[src/rtl/mp_add_pkg.sv]
// Shared definitions for the multi-precision add/subtract sequencer.
// Optional subtract support is enabled by defining MP_ADD_SUB_EN (see mp_add_seq).
package mp_add_pkg;

    localparam int unsigned WORD_W = 16;

    typedef enum logic [1:0] {
        IDLE,
        RUN,
        DONE
    } state_t;

endpackage

[src/rtl/rca16.sv]
// 16-bit ripple-carry adder slice; the only adder in the sequencer datapath.
module rca16
    import mp_add_pkg::*;
(
    input  logic [WORD_W-1:0] i_a,
    input  logic [WORD_W-1:0] i_b,
    input  logic              i_cin,
    output logic [WORD_W-1:0] o_sum,
    output logic              o_cout
);

    logic w_carry;

    // Ripple the carry bit by bit from LSB to MSB
    always_comb begin
        o_sum   = '0;
        w_carry = i_cin;
        for (int i = 0; i < int'(WORD_W); i++) begin
            o_sum[i] = i_a[i] ^ i_b[i] ^ w_carry;
            w_carry  = (i_a[i] & i_b[i]) | (w_carry & (i_a[i] ^ i_b[i]));
        end
        o_cout = w_carry;
    end

endmodule

[src/rtl/mp_add_seq.sv]
// Multi-precision add/subtract sequencer: one 16-bit word per cycle, LSW first,
// through a single rca16 slice with the carry chained across cycles.
// Define MP_ADD_SUB_EN to honour i_sub (A-B); otherwise i_sub is ignored (add only).
module mp_add_seq
    import mp_add_pkg::*;
#(
    parameter int unsigned WORDS = 4
) (
    input  logic                      i_clk,
    input  logic                      i_rst,
    input  logic                      i_start,
    input  logic                      i_sub,
    input  logic [WORD_W*WORDS-1:0]   i_op_a,
    input  logic [WORD_W*WORDS-1:0]   i_op_b,
    output logic                      o_busy,
    output logic                      o_done,
    output logic [WORD_W*WORDS-1:0]   o_result,
    output logic                      o_cout,
    output logic                      o_ovfl
);

    localparam int unsigned IDX_W = (WORDS > 1) ? $clog2(WORDS) : 1;
    localparam logic [IDX_W-1:0] LAST_IDX = IDX_W'(WORDS - 1);

    state_t                         r_state;
    state_t                         w_state_d;
    logic                           w_accept;
    logic                           w_last;
    logic                           w_sub_in;

    logic [WORDS-1:0][WORD_W-1:0]   r_a;
    logic [WORDS-1:0][WORD_W-1:0]   r_b;
    logic [WORDS-1:0][WORD_W-1:0]   r_result;
    logic                           r_sub;
    logic [IDX_W-1:0]               r_idx;
    logic                           r_carry;
    logic                           r_cout;
    logic                           r_ovfl;
    logic                           r_done;

    logic [WORD_W-1:0]              w_a_word;
    logic [WORD_W-1:0]              w_b_eff;
    logic [WORD_W-1:0]              w_sum;
    logic                           w_slice_cout;

`ifdef MP_ADD_SUB_EN
    assign w_sub_in = i_sub;
`else
    logic w_unused_sub;
    assign w_unused_sub = i_sub;
    assign w_sub_in     = 1'b0;
`endif

    assign w_last   = (r_idx == LAST_IDX);
    assign w_a_word = r_a[r_idx];
    // Subtraction feeds the inverted B word; the +1 comes from the initial carry
    assign w_b_eff  = r_b[r_idx] ^ {WORD_W{r_sub}};

    rca16 u_slice (
        .i_a    (w_a_word),
        .i_b    (w_b_eff),
        .i_cin  (r_carry),
        .o_sum  (w_sum),
        .o_cout (w_slice_cout)
    );

    // State register
    always_ff @(posedge i_clk) begin
        if (i_rst) begin
            r_state <= IDLE;
        end else begin
            r_state <= w_state_d;
        end
    end

    // Next-state decode; start is only accepted from IDLE or DONE
    always_comb begin
        w_state_d = r_state;
        w_accept  = 1'b0;
        unique case (r_state)
            IDLE: begin
                if (i_start) begin
                    w_accept  = 1'b1;
                    w_state_d = RUN;
                end
            end
            RUN: begin
                if (w_last) begin
                    w_state_d = DONE;
                end
            end
            DONE: begin
                if (i_start) begin
                    w_accept  = 1'b1;
                    w_state_d = RUN;
                end else begin
                    w_state_d = IDLE;
                end
            end
            default: w_state_d = IDLE;
        endcase
    end

    // Operand capture and word-serial datapath
    always_ff @(posedge i_clk) begin
        if (i_rst) begin
            r_a      <= '0;
            r_b      <= '0;
            r_sub    <= 1'b0;
            r_idx    <= '0;
            r_carry  <= 1'b0;
            r_result <= '0;
            r_cout   <= 1'b0;
            r_ovfl   <= 1'b0;
            r_done   <= 1'b0;
        end else begin
            r_done <= 1'b0;
            if (w_accept) begin
                r_a      <= i_op_a;
                r_b      <= i_op_b;
                r_sub    <= w_sub_in;
                r_idx    <= '0;
                r_carry  <= w_sub_in;
                r_result <= '0;
            end else if (r_state == RUN) begin
                r_result[r_idx] <= w_sum;
                r_carry         <= w_slice_cout;
                if (w_last) begin
                    r_cout <= w_slice_cout;
                    // Signed overflow: operands agree in sign, sum sign differs
                    r_ovfl <= (w_a_word[WORD_W-1] == w_b_eff[WORD_W-1]) &&
                              (w_sum[WORD_W-1] != w_a_word[WORD_W-1]);
                    r_done <= 1'b1;
                end else begin
                    r_idx <= r_idx + IDX_W'(1);
                end
            end
        end
    end

    assign o_busy   = (r_state == RUN);
    assign o_done   = r_done;
    assign o_result = r_result;
    assign o_cout   = r_cout;
    assign o_ovfl   = r_ovfl;

endmodule
[config.mk]
export PLATFORM = sky130hd
export DESIGN_NAME = mp_add_seq
export DESIGN_NICKNAME = d
export VERILOG_FILES = /design/src/rtl/mp_add_pkg.sv /design/src/rtl/rca16.sv /design/src/rtl/mp_add_seq.sv
export SDC_FILE = /design/constraint.sdc
export NUM_CORES = 1
export LEC_CHECK = 0
export ABC_AREA = 1
export CORE_ASPECT_RATIO = 2
export CORE_MARGIN = 3
export CORE_UTILIZATION = 50
export CTS_BUF_LIST = sky130_fd_sc_hd__clkbuf_4 sky130_fd_sc_hd__clkbuf_8 sky130_fd_sc_hd__clkbuf_16
export DETAILED_ROUTE_END_ITERATION = 8
export GPL_TIMING_DRIVEN = 0
export PLACE_DENSITY = 0.81
export RECOVER_POWER = 50
export SYNTH_ARGS = -nofsm -noshare
export SYNTH_HDL_FRONTEND = slang
export SYNTH_HIERARCHICAL = 1
export SYNTH_SLANG_ARGS = --single-unit
export TNS_END_PERCENT = 5
[constraint.sdc]
create_clock -name i_clk -period 8.9 [get_ports i_clk]
set_input_delay 0.89 -clock i_clk [delete_from_list [all_inputs] [get_ports i_clk]]
set_output_delay 0.89 -clock i_clk [all_outputs]
set_load 0.005 [all_outputs]
# == Yosys cells after proc, flatten, opt, wreduce, memory -nomap -nowiden ==
# Cells that the tools add are included.
# word_totals
out_inout_bits,68
wordCells,134
input_bits,132
register_bits,200
# classes
bitwise_logic,83
n_addsub,1
mux,14
eq_ne,7
n_reduce_logical,9
magnitude_cmp,2
# ops
cell,n
$bmux W16 S2,2
$bwmux W64,1
$mux W16,3
$and A1 B1 Y1,32
$demux W16 S2,1
$xor A1 B1 Y1,32
$or A1 B1 Y1,16
$pmux W2 S3,1
$eq A2 B2 Y1 const B,2
$mux W1,4
$mux W2,2
$reduce_and A2 Y1,2
$reduce_or A2 Y1,2
$lt A2 B3 Y1 const B,1
$not A1 Y1,3
$reduce_and A3 Y1,1
$reduce_or A3 Y1,1
$add A2 B1 Y2 const B,1
$eq A2 B1 Y1 const B,1
$ge A2 B1 Y1 const B,1
$logic_and A1 B1 Y1,2
$logic_not A2 Y1,1
$ne A2 B1 Y1 const B,1
$ne A2 B2 Y1 const B,1
other kinds (2),2

# == Longest topological paths before layout ==
# logic_depth
ltp_word,36
mapped_depth,31
depth_no_buf,28

# == Hierarchy ==
# The synthesis kept the hierarchy.
# by_module_without_submodules
module,instances,cells_per_inst,area_per_inst_um2
mp_add_seq,1,1078,7898.8
rca16,1,26,357.8

# == Least setup slack after synthesis ==
# No wires, ideal clock.
# synth_timing
path_type,register to register
startpoint,reg r_idx[0]
endpoint,"reg r_ovfl, in the netlist o_ovfl"
stages_incl_launch_ff,32
setup_ns,0.109
t_arrival_ns,7.493
period_less_slack_ns,7.602
slack_ns,1.298
cell_sequence,dfxtp_1 buf_6 inv_2 buf_6 clkbuf_2 o21ai_0 o22ai_1 fa_1 inv_1 fa_1 inv_1 fa_1 fa_1 fa_1 fa_1 fa_1 fa_1 fa_1 fa_1 fa_1 fa_1 fa_1 fa_1 fa_1 inv_1 fa_1 inv_1 inv_1 nand3_1 nand3_1 nand2_1 inv_1
# synth_via
elab_chain_cells,36
word_cells_on_any_way,71
classes_between,3 x eq/ne; 4 x mux; 62 x bitwise; 2 x reduce/logical
# synth_lines
element,line_no,source
start: declaration,mp_add_seq.sv:35,logic [IDX_W-1:0] r_idx;
start signal: assignment,mp_add_seq.sv:135,r_idx <= r_idx + IDX_W'(1);
$bmux W16 S2 *,mp_add_seq.sv:55,assign w_a_word = r_a[r_idx];
$mux W16 (implied by the code) *,mp_add_seq.sv:55,
net w_a_word[0],mp_add_seq.sv:41,logic [WORD_W-1:0] w_a_word;
$xor A1 B1 Y1,rca16.sv:20,w_carry = (i_a[i] & i_b[i]) | (w_carry & (i_a[i] ^ i_b[i]));
$and A1 B1 Y1,rca16.sv:20,
$or A1 B1 Y1 *,rca16.sv:20,
$and A1 B1 Y1 *,rca16.sv:20,
$or A1 B1 Y1 *,rca16.sv:20,
(+22 left out),--,
$and A1 B1 Y1 *,rca16.sv:20,
$or A1 B1 Y1 *,rca16.sv:20,
$and A1 B1 Y1 *,rca16.sv:20,
$or A1 B1 Y1 *,rca16.sv:20,
$xor A1 B1 Y1 *,rca16.sv:19,o_sum[i] = i_a[i] ^ i_b[i] ^ w_carry;
net w_sum[15],mp_add_seq.sv:43,logic [WORD_W-1:0] w_sum;
$ne A1 B1 Y1 *,mp_add_seq.sv:132,(w_sum[WORD_W-1] != w_a_word[WORD_W-1]);
$logic_and A1 B1 Y1 *,mp_add_seq.sv:131,r_ovfl <= (w_a_word[WORD_W-1] == w_b_eff[WORD_W-1]) &&
end signal: assignment,mp_add_seq.sv:131,
end: declaration,mp_add_seq.sv:38,logic r_ovfl;
# Mark *: on every way through the listed nets, which the timed path passes. The rest lies on a longest branch. The select of a mux whose other input is x is not followed.
# A chain may end at the register's enable or synchronous reset.

# == Final worst setup path ==
# layout_timing
startpoint,reg r_idx[1]
endpoint,"reg r_ovfl, in the netlist o_ovfl"
# The elaborated chain is that of the path after synthesis.

==> results.json <==
{
  "numPortBuffers": 198,
  "yosys.cell_types.count": 23,
  "post-synth-top-area-fraction": 0.4849,
  "clock_tree_from_tritoncts": "done",
  "drt_drc_violations_left": 0,
  "cap_viol_max_count": 0,
  "synth_sequential_area_ratio": 0.4849,
  "critical-path-max-stage-delay_ns": 0.46,
  "post-route-min-period_ns": 8.690,
  "core_region_area_sq_um": 16020,
  "drt_wl_total_mm": 26.88,
  "startpoint_type": "flop",
  "die_height_microns": 187.7,
  "hold_viol_final": 0,
  "holdBufCountCts": 0,
  "total_leakage_power_nw": 4.447,
  "ys_seq_elements": 200,
  "seqPwrFrac": 0.453,
  "mostFrequentLayoutCells": "sky130_fd_sc_hd__nor2_1, sky130_fd_sc_hd__dfxtp_1, sky130_fd_sc_hd__o21ai_0",
  "synth.largest_area_cell": "sky130_fd_sc_hd__dfxtp_1",
  "avgRoutedWirePerCell_microns": 17.51,
  "insertion_delay_ns": 0.44,
  "insertedDiodeCount": 0,
  "drive_gt1_frac": 0.05247,
  "number_of_clock_sinks": 200,
  "design.portCount": 200,
  "critical_path.most_common_cell": "sky130_fd_sc_hd__fa_1",
  "max_clock_freq_mhz": 115.1,
  "totalNegativeSetupSlack_ns": 0,
  "placed_wire_length_estimate_after_detailed_placement_mm": 21.44,
  "syn_area_per_cell_sq_um": 7.479,
  "start_util": 0.5153,
  "dr_total_vias": 8484,
  "layout.cells.most_common": "sky130_fd_sc_hd__nor2_1",
  "switching_share_of_total_power": 0.3115,
  "post_cts_resized": 0,
  "cts.root.buffer_cell": "sky130_fd_sc_hd__clkbuf_16",
  "setup_violations": 0,
  "pre_cts_slack_ns": 0.3723,
  "dr.first_iter.drc_count": 550,
  "crit_fanout": 10,
  "crit_type": "reg2reg",
  "area_delta_synth_final_pct": 34.14,
  "buffer_count_from_post_cts_setup_fixing": 0,
  "worstPathBufferInverterCount": 9,
  "post_synthesis_instance_area_sq_um": 8257,
  "timing.critical_path.arrival_ns": 9.03,
  "worst_slew_margin_rel": 0.4913,
  "area.sequential_sq_um": 4004,
  "comb_power_share": 0.190,
  "cp_top_family": "adder cells",
  "cpMaxStageDelayCell": "sky130_fd_sc_hd__fa_1",
  "rsz0062_at_grt": "no",
  "final.setup_skew_ns": 0.01573,
  "final-max-slew-violation-count": 0,
  "grt_remaining_overflow": 0,
  "global_route_wire_length_before_repair_mm": 42.29,
  "gp_routability_congestion": 0.9607,
  "run_status": "finished, final reports clean",
  "pwr-share-clk": 0.356,
  "ys_warn_count": 6,
  "rows": 65,
  "vias_per_cell": 5.527,
  "grt_resource_usage_total": 0.2941,
  "r2r_setup_slack_ns": 0.21,
  "timing_worst_slew_pin_value_ns": 0.7630,
  "post_synth_main_area_contributors": "sky130_fd_sc_hd__dfxtp_1, sky130_fd_sc_hd__nor2_1, sky130_fd_sc_hd__o21ai_0",
  "ant_nets": 0,
  "power.density_cell_area_nw_per_um2": 196.1,
  "antenna_found_initial": 0,
  "fill_cells": 1385,
  "dieWidth_microns": 96.87,
  "fin_nets": 1473,
  "post-route-period-util": 0.9765,
  "irDropWorstVdd_uv": 144.5,
  "post_synth_inst_count": 1104,
  "maximum_root_to_sink_buffer_count": 2,
  "end_kind": "flop",
  "synth_nets": 1256,
  "cts-buffers-inserted": 17,
  "clk_transition_reported_paths_ns": 0.08,
  "cts_max_level": 4,
  "grt_start_max_net_pins": 22,
  "post-route-worst-setup-slack_ns": 0.2096,
  "firstDrtPassIters": 5,
  "design.die.area_sq_um": 18180,
  "holdCritPathClass": "reg2reg",
  "critical_path_required_ns": 9.24,
  "multi_input_comb_area_sq_um": 3779,
  "internal_power_w": 0.001496,
  "via_count_of_the_first_global_routing_pass": 8460,
  "total_switching_power_w": 0.0006767
}
==> cells by family after synthesis <==
group / synth area share
and+or+nand+nor: 0.2316
buffers and inverters: 0.05713
adders and majority gates: 0.04486
DFF: 0.4849
AOI/OAI and AO/OA: 0.1815
==> power by group through the flow <==
stage | combinational [W] | sequential, W | clock [W]
floorplan | 0.000229 | 0.000993 | 0
global placement | 0.000399 | 0.00100 | 0
detailed placement | 0.000406 | 0.00100 | 0
CTS | 0.000409 | 0.000983 | 0.000777
global route | 0.000449 | 0.000990 | 0.000811
finish | 0.000414 | 0.000985 | 0.000774
==> stage by stage <==
| stage | std cells | power (W) | hold slack (ns) | util | instance area (sq um) |
|---|---|---|---|---|---|
| 3_3_place_gp | 1503 | 0.001400 | 0.4491 | 0.6547 | 10490 |
| 4_1_cts | 1535 | 0.002169 | 0.4660 | 0.6923 | 11090 |
| 6_report | 1535 | 0.002172 | 0.4631 | 0.6913 | 11080 |
| 5_1_grt | 1535 | 0.002250 | 0.4854 | 0.6913 | 11080 |
| 3_5_place_dp | 1503 | 0.001410 | 0.4533 | 0.6547 | 10490 |
| 2_1_floorplan | 1104 | 0.001222 | 0.4436 | - | 8257 |
==> sequential cells by signal, indices dropped and copies added, names as in the netlist <==
| register | count |
|---|---|
| o_result | 64 |
| r_a | 64 |
| r_b | 64 |
| r_idx | 2 |
| r_state | 2 |
| o_cout | 1 |
| o_done | 1 |
| o_ovfl | 1 |
| r_carry | 1 |
==> routing by layer <==
layer / track usage / vias up / part of all wire
li1: - / 4078 / -
met4: 0.2131 / 0 / 0.074
met1: 0.2865 / 3889 / 0.33
met2: 0.5482 / 409 / 0.54
met3: 0.04617 / 108 / 0.054
met5: 0 / - / 0
==> Yosys cell counts <==
master / n
sky130_fd_sc_hd__nor2_1: 316
sky130_fd_sc_hd__dfxtp_1: 200
sky130_fd_sc_hd__o21ai_0: 188
sky130_fd_sc_hd__nand2_1: 106
sky130_fd_sc_hd__a21oi_1: 70
sky130_fd_sc_hd__nand3_1: 56
sky130_fd_sc_hd__clkbuf_1: 49
sky130_fd_sc_hd__o22ai_1: 30
sky130_fd_sc_hd__buf_2: 29
sky130_fd_sc_hd__fa_1: 16
sky130_fd_sc_hd__inv_1: 16
sky130_fd_sc_hd__nand2_2: 6
sky130_fd_sc_hd__ha_1: 4
sky130_fd_sc_hd__buf_4: 3
sky130_fd_sc_hd__clkbuf_2: 3
sky130_fd_sc_hd__inv_2: 3
sky130_fd_sc_hd__buf_6: 2
sky130_fd_sc_hd__clkinv_1: 2
sky130_fd_sc_hd__a211oi_1: 1
sky130_fd_sc_hd__buf_1: 1
sky130_fd_sc_hd__nand3_2: 1
sky130_fd_sc_hd__o21a_1: 1
sky130_fd_sc_hd__o21ai_1: 1
==> path summary, 6_finish.rpt <==
path	startpoint	to	depth (start not counted)
setup / recovery	r_idx[1]$_SDFFE_PP0P_	o_ovfl$_SDFFE_PP0P_	30
hold reg to reg	o_result[31]$_SDFFE_PP0P_	o_result[31]$_SDFFE_PP0P_	2
setup reg to reg	r_idx[1]$_SDFFE_PP0P_	o_ovfl$_SDFFE_PP0P_	30
hold / removal	o_result[31]$_SDFFE_PP0P_	o_result[31]$_SDFFE_PP0P_	2
==> worst reg2reg max path, delay by kind of cell, from the launching register on <==
family | cells | cell delay [ns]
compound gates | 2 | 0.29
fa+ha+maj | 16 | 6.31
buf+inv | 9 | 1.41
flops | 1 | 0.37
simple gates | 3 | 0.20
==> layout make-up <==
type,instances,share of cell area
timing repair buffer,198,0.1789
tap,201,0.02271
sequential,200,0.3615
clock buffer,17,0.03841
buffer,87,0.03423
clock inverter,15,0.01593
multi-input combinational,796,0.3412
inverter,21,0.007117
Power figures use the tool's default switching activity.
